$ cat config.mk
export PLATFORM = sky130hd
export DESIGN_NAME = led_test_core
export DESIGN_NICKNAME = d
export VERILOG_FILES = /design/src/rtl/led_test_pkg.sv /design/src/rtl/led_tick_gen.sv /design/src/rtl/led_test_core.sv
export SDC_FILE = /design/constraint.sdc
export NUM_CORES = 1
export LEC_CHECK = 0
export CORE_ASPECT_RATIO = 0.9
export CORE_UTILIZATION = 41
export DETAILED_ROUTE_END_ITERATION = 10
export PLACE_DENSITY = 0.68
export SLEW_MARGIN = 0
export SYNTH_ARGS = -nofsm -noshare
export SYNTH_HDL_FRONTEND = slang
export SYNTH_SLANG_ARGS = --single-unit
$ cat constraint.sdc
create_clock -name clk -period 4.3 [get_ports clk]
set_input_delay 1.29 -clock clk [delete_from_list [all_inputs] [get_ports clk]]
set_output_delay 1.29 -clock clk [all_outputs]
set_load 0.1 [all_outputs]
$ cat src/rtl/led_test_pkg.sv
// Shared types and constants for the LED chaser (led_test_core) and its tick generator.
package led_test_pkg;

    localparam int LED_W = 4;
    localparam int CNT_W = 32;

    typedef logic [LED_W-1:0] led_pat_t;

    localparam led_pat_t PAT_RESET = 4'b0001;

    // A pattern is legal only with exactly one bit set; anything else is re-seeded.
    function automatic logic is_onehot(input led_pat_t p);
        return (p != 4'b0000) && ((p & (p - 4'b0001)) == 4'b0000);
    endfunction

endpackage

$ cat src/rtl/led_tick_gen.sv
// Free-running prescaler: pulses tick for one cycle every STEP_CYCLES clocks.
module led_tick_gen
    import led_test_pkg::*;
#(
    parameter logic [CNT_W-1:0] STEP_CYCLES = 32'd50_000_000
) (
    input  logic clk,
    input  logic rst_n,
    output logic tick
);

    logic [CNT_W-1:0] cnt_q;
    logic [CNT_W-1:0] cnt_d;

    // Terminal-count detect and wrap.
    always_comb begin
        tick  = (cnt_q == (STEP_CYCLES - 32'd1));
        cnt_d = cnt_q + 32'd1;
        if (tick) begin
            cnt_d = 32'd0;
        end else begin
            cnt_d = cnt_q + 32'd1;
        end
    end

    // Prescaler register; rst_n is active-high despite its board-pinout name.
    always_ff @(posedge clk) begin
        if (rst_n) begin
            cnt_q <= 32'd0;
        end else begin
            cnt_q <= cnt_d;
        end
    end

endmodule

$ cat src/rtl/led_test_core.sv
// LED chaser: one-hot pattern stepped by led_tick_gen, registered output with optional inversion.
// Build option: define LED_TEST_BOUNCE_EN for the ping-pong sequence instead of rotate-left.
module led_test_core
    import led_test_pkg::*;
#(
    parameter logic [CNT_W-1:0] STEP_CYCLES    = 32'd50_000_000,
    parameter bit               LED_ACTIVE_LOW = 1'b0
) (
    input  logic             clk,
    input  logic             rst_n,
    output logic [LED_W-1:0] led
);

    localparam led_pat_t LED_RESET = LED_ACTIVE_LOW ? ~PAT_RESET : PAT_RESET;

    logic     tick;
    led_pat_t pat_q;
    led_pat_t pat_d;
    led_pat_t led_q;
    led_pat_t led_d;

    led_tick_gen #(
        .STEP_CYCLES (STEP_CYCLES)
    ) u_tick_gen (
        .clk   (clk),
        .rst_n (rst_n),
        .tick  (tick)
    );

`ifdef LED_TEST_BOUNCE_EN
    logic dir_q;
    logic dir_d;

    // Ping-pong stepping; dir turns around at either end of the bar.
    always_comb begin
        pat_d = pat_q;
        dir_d = dir_q;
        if (tick) begin
            if (!is_onehot(pat_q)) begin
                pat_d = PAT_RESET;
            end else if (dir_q) begin
                pat_d = pat_q >> 1;
            end else begin
                pat_d = pat_q << 1;
            end
            if (pat_d == 4'b1000) begin
                dir_d = 1'b1;
            end else if (pat_d == PAT_RESET) begin
                dir_d = 1'b0;
            end else begin
                dir_d = dir_q;
            end
        end else begin
            pat_d = pat_q;
        end
    end

    // Direction register.
    always_ff @(posedge clk) begin
        if (rst_n) begin
            dir_q <= 1'b0;
        end else begin
            dir_q <= dir_d;
        end
    end
`else
    // Rotate-left stepping.
    always_comb begin
        pat_d = pat_q;
        if (tick) begin
            if (!is_onehot(pat_q)) begin
                pat_d = PAT_RESET;
            end else begin
                pat_d = {pat_q[LED_W-2:0], pat_q[LED_W-1]};
            end
        end else begin
            pat_d = pat_q;
        end
    end
`endif

    // Output polarity applied ahead of the output register.
    always_comb begin
        led_d = LED_ACTIVE_LOW ? ~pat_q : pat_q;
    end

    // Pattern and output registers.
    always_ff @(posedge clk) begin
        if (rst_n) begin
            pat_q <= PAT_RESET;
            led_q <= LED_RESET;
        end else begin
            pat_q <= pat_d;
            led_q <= led_d;
        end
    end

    assign led = led_q;

endmodule

# After elaboration in Yosys (flattened, before gate mapping)
# Index checks and enable logic that the tools add are counted.
# Widths: inputs -> output; s select.
[classes]
n_shift = 0
n_addsub = 2
n_mul = 0
n_lt_le_gt_ge = 0
n_reduce_logical = 4
bitwise = 1
eq_ne = 1
n_mux = 1
div = 0
[ops]
columns = ["op", "n"]
rows = [
  ["$add 32x1->32 const B", 1],
  ["$eq 32x26->1 const B", 1],
  ["$and 4x4->4", 1],
  ["$logic_not 4->1", 1],
  ["$mux 4", 1],
  ["$reduce_bool 4->1", 1],
  ["$sub 4x1->4 const B", 1],
  ["$reduce_or 2->1", 1],
  ["$logic_and 1x1->1", 1],
]
[word_totals]
out_inout_bits = 4
ram_bits = 0
register_bits = 40
inputBits = 2
wordCells = 12
latchBits = 0
romBits = 0
memories = 0

# Depth between registers and ports, before layout
[logic_depth]
word_depth = 5
mapped_depth = 9

# Cells and area by module
# A second synthesis with hierarchy kept.
[hier_totals]
hier_cells = 212
area_unflattened_um2 = 1896.8
[by_module_without_submodules]
columns = ["mod", "area_per_inst_um2", "instances", "cells_each", "seq_area_each_um2"]
rows = [
  ["led_tick_gen", 1601.5, 1, 185, 640.6],
  ["led_test_core", 295.3, 1, 27, 160.2],
]

# Worst setup path after synthesis
# OpenSTA, ideal clock, no wires.
[synth_path]
kind = "reg-to-output"
start = "register led_q[0] (netlist: led[0])"
end = "output port led[0]"
arrival_time_ns = 0.909
slack_ns = 2.101
path_stages_with_launch = 1
t_required_ns = 3.010
path_buffers = 0
path_cell_list = "dfxtp_1"
[synth_rtl]
columns = ["item", "line_no", "text"]
rows = [
  ["start: declaration", "led_test_core.sv:19", "led_pat_t led_q;"],
  ["start signal: assignment", "led_test_core.sv:94", "led_q <= led_d;"],
  ["end: declaration", "led_test_core.sv:11", "output logic [LED_W-1:0] led"],
]
# No word-level cell between the ends.

# Worst setup path after layout
[layout_path]
start = "register led_q[3] (netlist: led[3])"
end = "output port led[3]"
# No word-level cell between the ends.

==> results.yml <==
status:
  outcome: "complete, no violations"
layout:
  area_delta_synth_final_pct: 9.01
  drive_above_1_share: 0.0718
  antennaDiodeCount: 0
  final_nets: 211
critical_path:
  worst_path_max_delay_cell: "clkdlybuf4s50_1"
  r2r-start: "u_tick_gen.cnt_q[0]"
  path_max_fanout: 1
  crit_path_end_kind: "output pin"
  critPathArrivalTime_ns: 1.73
  critPathKind: "register to output pin"
  startpoint: "led[3]"
  slowest_delay_ns: 1.12
  worstPathRequired_ns: 3.01
  path_cells: "clkdlybuf4s50_1"
  start_kind: "register"
  worst-path-buf-inv: 1
  cpLargestDelayFamily: "buffers and inverters"
pwr:
  seq_power_share: 0.582
  p_clk_frac: 0.399
  power_leakage_nw: 0.656
  power.density_nw_per_um2: 329
  vdd_ir_drop_max_mv: 0.161
  p_total_mw: 0.643
  internal_power_mw: 0.507
  switching_power_mw: 0.136
  combPwrFrac: 0.019
  p_sw_frac: 0.211
floorplanning:
  dieHeight_um: 64.7
  io_pins: 6
  start_util: 0.434
  rows: 22
  dieArea_sq_um: 4640
  coreArea_sq_um: 4130
  die_x_um: 71.7
timing:
  relSlewSlack: 0.359
  rsz0062_at_grt: "no"
  final.period_utilization: 0.702
  tightest_slew_ns: 0.959
  final-setup-viol-count: 0
  min_period_ns: 3.02
  report.final.slew_viol_count: 0
  tns_ns: 0
  clock_skew_ns: 0.00712
  final_hold_viol_count: 0
  fmax_ghz: 0.331
clock_network:
  cts_tree: "yes"
  clock_insertion_delay_worst_skew_ns: 0.30
  clockBufferDepth: 2
  cts_num_sinks: 40
  cts_resized: 0
  holdBufCountCts: 0
  cts_made_buffers: 5
  htreeDepth: 2
  cts-root-buf: "clkbuf_8"
  post_cts_buffers: 0
  path_clk_slew_ns: 0.08
yosys:
  synthTopCellsByCount: "40 x dfxtp_1, 37 x nor2_1, 17 x xor2_1"
  yosysWarnings: 0
  synthFlopType: "dfxtp_1"
  synthTopCellsByArea: "dfxtp_1 45%, xor2_1 8.3%, nor2_1 7.8%"
  yosysTopAreaCell: "dfxtp_1"
  synthArstFlopShare: 0
  synth-seq-area-share: 0.447
  avgSynthCellArea_sq_um: 8.91
  synth.distinct_cells: 37
  mappedNetlistArea_sq_um: 1790
  synth_fp_nets: 204
  synth-seq-cells: 40
  yosysMostFrequentCell: "dfxtp_1"
  synth-edff-count: 0
  synth_top_area_frac: 0.447
  postSynthCellCount: 201
drt:
  drt_iter0_markers: 60
  vias: 1352
  drtPass1Iterations: 4
  wl_um: 3110
  viasPerCell: 5.26
  ant_nets: 0
  drcViolationCount: 0
  post_drt_wl_per_cell_um: 12.1
global_route:
  met1_usage: 0.217
  grt_usage: 0.159
  grt_pass1_vias: 1252
  antenna_found_initial: 0
  grt_overflow: 0
  grt_max_degree: 30
  busiest_layer: "met2"
  use_met3: 0.0420
  grt_pass1_wl_um: 5670
  met2_usage: 0.231
flow_run:
  cap_viol_max_count: 0
placed_design:
  port_buffers: 5
  globalplace.congestion: 0.763
  place_hpwl_um: 2080
hold_path:
  holdCritStartpoint: "u_tick_gen.cnt_q[0]"
  min-delay-path-class: "register to register"
## metal layers
metal,vias to the layer above,wire (um)
met5,-,0
met1,611,1720
met4,0,51
li1,711,-
met2,26,1230
met3,4,105
## cells in the final DEF, fill, tap and decap left out, drive strengths merged, types with 6 or more instances in the layout
master / count
dfxtp: 40
nor2: 37
xor2: 17
nand2: 13
nand3: 13
nand4: 12
xnor2: 10
nor4: 8
clkbuf: 8
nor3: 6
## final timing paths
check	end	slack, ns	depth (start not counted)
hold / removal	u_tick_gen.cnt_q[0]	0.45	1
setup reg to reg	u_tick_gen.cnt_q[24]	2.10	7
setup / recovery	led[3]	1.28	1
hold reg to reg	u_tick_gen.cnt_q[0]	0.45	1
## registers in the layout, summed over array words and instances, names as in the netlist
register and flops:
led_d 4, u_tick_gen.cnt_q 32, led 4
## power by group through the flow
| stage | sequential, mW | clock (mW) | combinational (mW) |
|---|---|---|---|
| after floorplan | 0.383 | 0 | 0.00986 |
| after global placement | 0.383 | 0 | 0.0120 |
| after detailed placement | 0.383 | 0 | 0.0123 |
| after CTS | 0.374 | 0.264 | 0.0122 |
| after global routing | 0.375 | 0.284 | 0.0139 |
| final | 0.375 | 0.257 | 0.0120 |
## cell type report
class	instances	area, sq um
Fill cell	400	2180
Sequential cell	40	801
Tap cell	48	60.1
Multi-Input combinational cell	151	930
Inverter	4	15.0
Clock buffer	8	90.1
Timing Repair Buffer	6	57.6
## logic make-up (layout without fill, tap and decap cells)
kind of cell,Yosys count,in the layout,synth area share
buffers and inverters,10,18,0.0342
AND/OR/NAND/NOR,111,111,0.337
flip-flops,40,40,0.447
XOR/XNOR,27,27,0.132
AO/OA/AOI/OAI,10,10,0.0321
multiplexers,2,2,0.0112
adder cells (fa/ha/maj),1,1,0.00698
## stage by stage
step | instances | hold WS [ns] | setup WS [ns] | instance area, sq um | util
final | 257 | 0.454 | 1.28 | 1950 | 0.473
after floorplan | 201 | 0.417 | 2.10 | 1790 | -
after global placement | 249 | 0.435 | 1.57 | 1860 | 0.451
after CTS | 257 | 0.456 | 1.27 | 1950 | 0.473
after global routing | 257 | 0.502 | 1.23 | 1950 | 0.473
after detailed placement | 249 | 0.441 | 1.53 | 1860 | 0.451
Power figures use the tool's default switching activity.
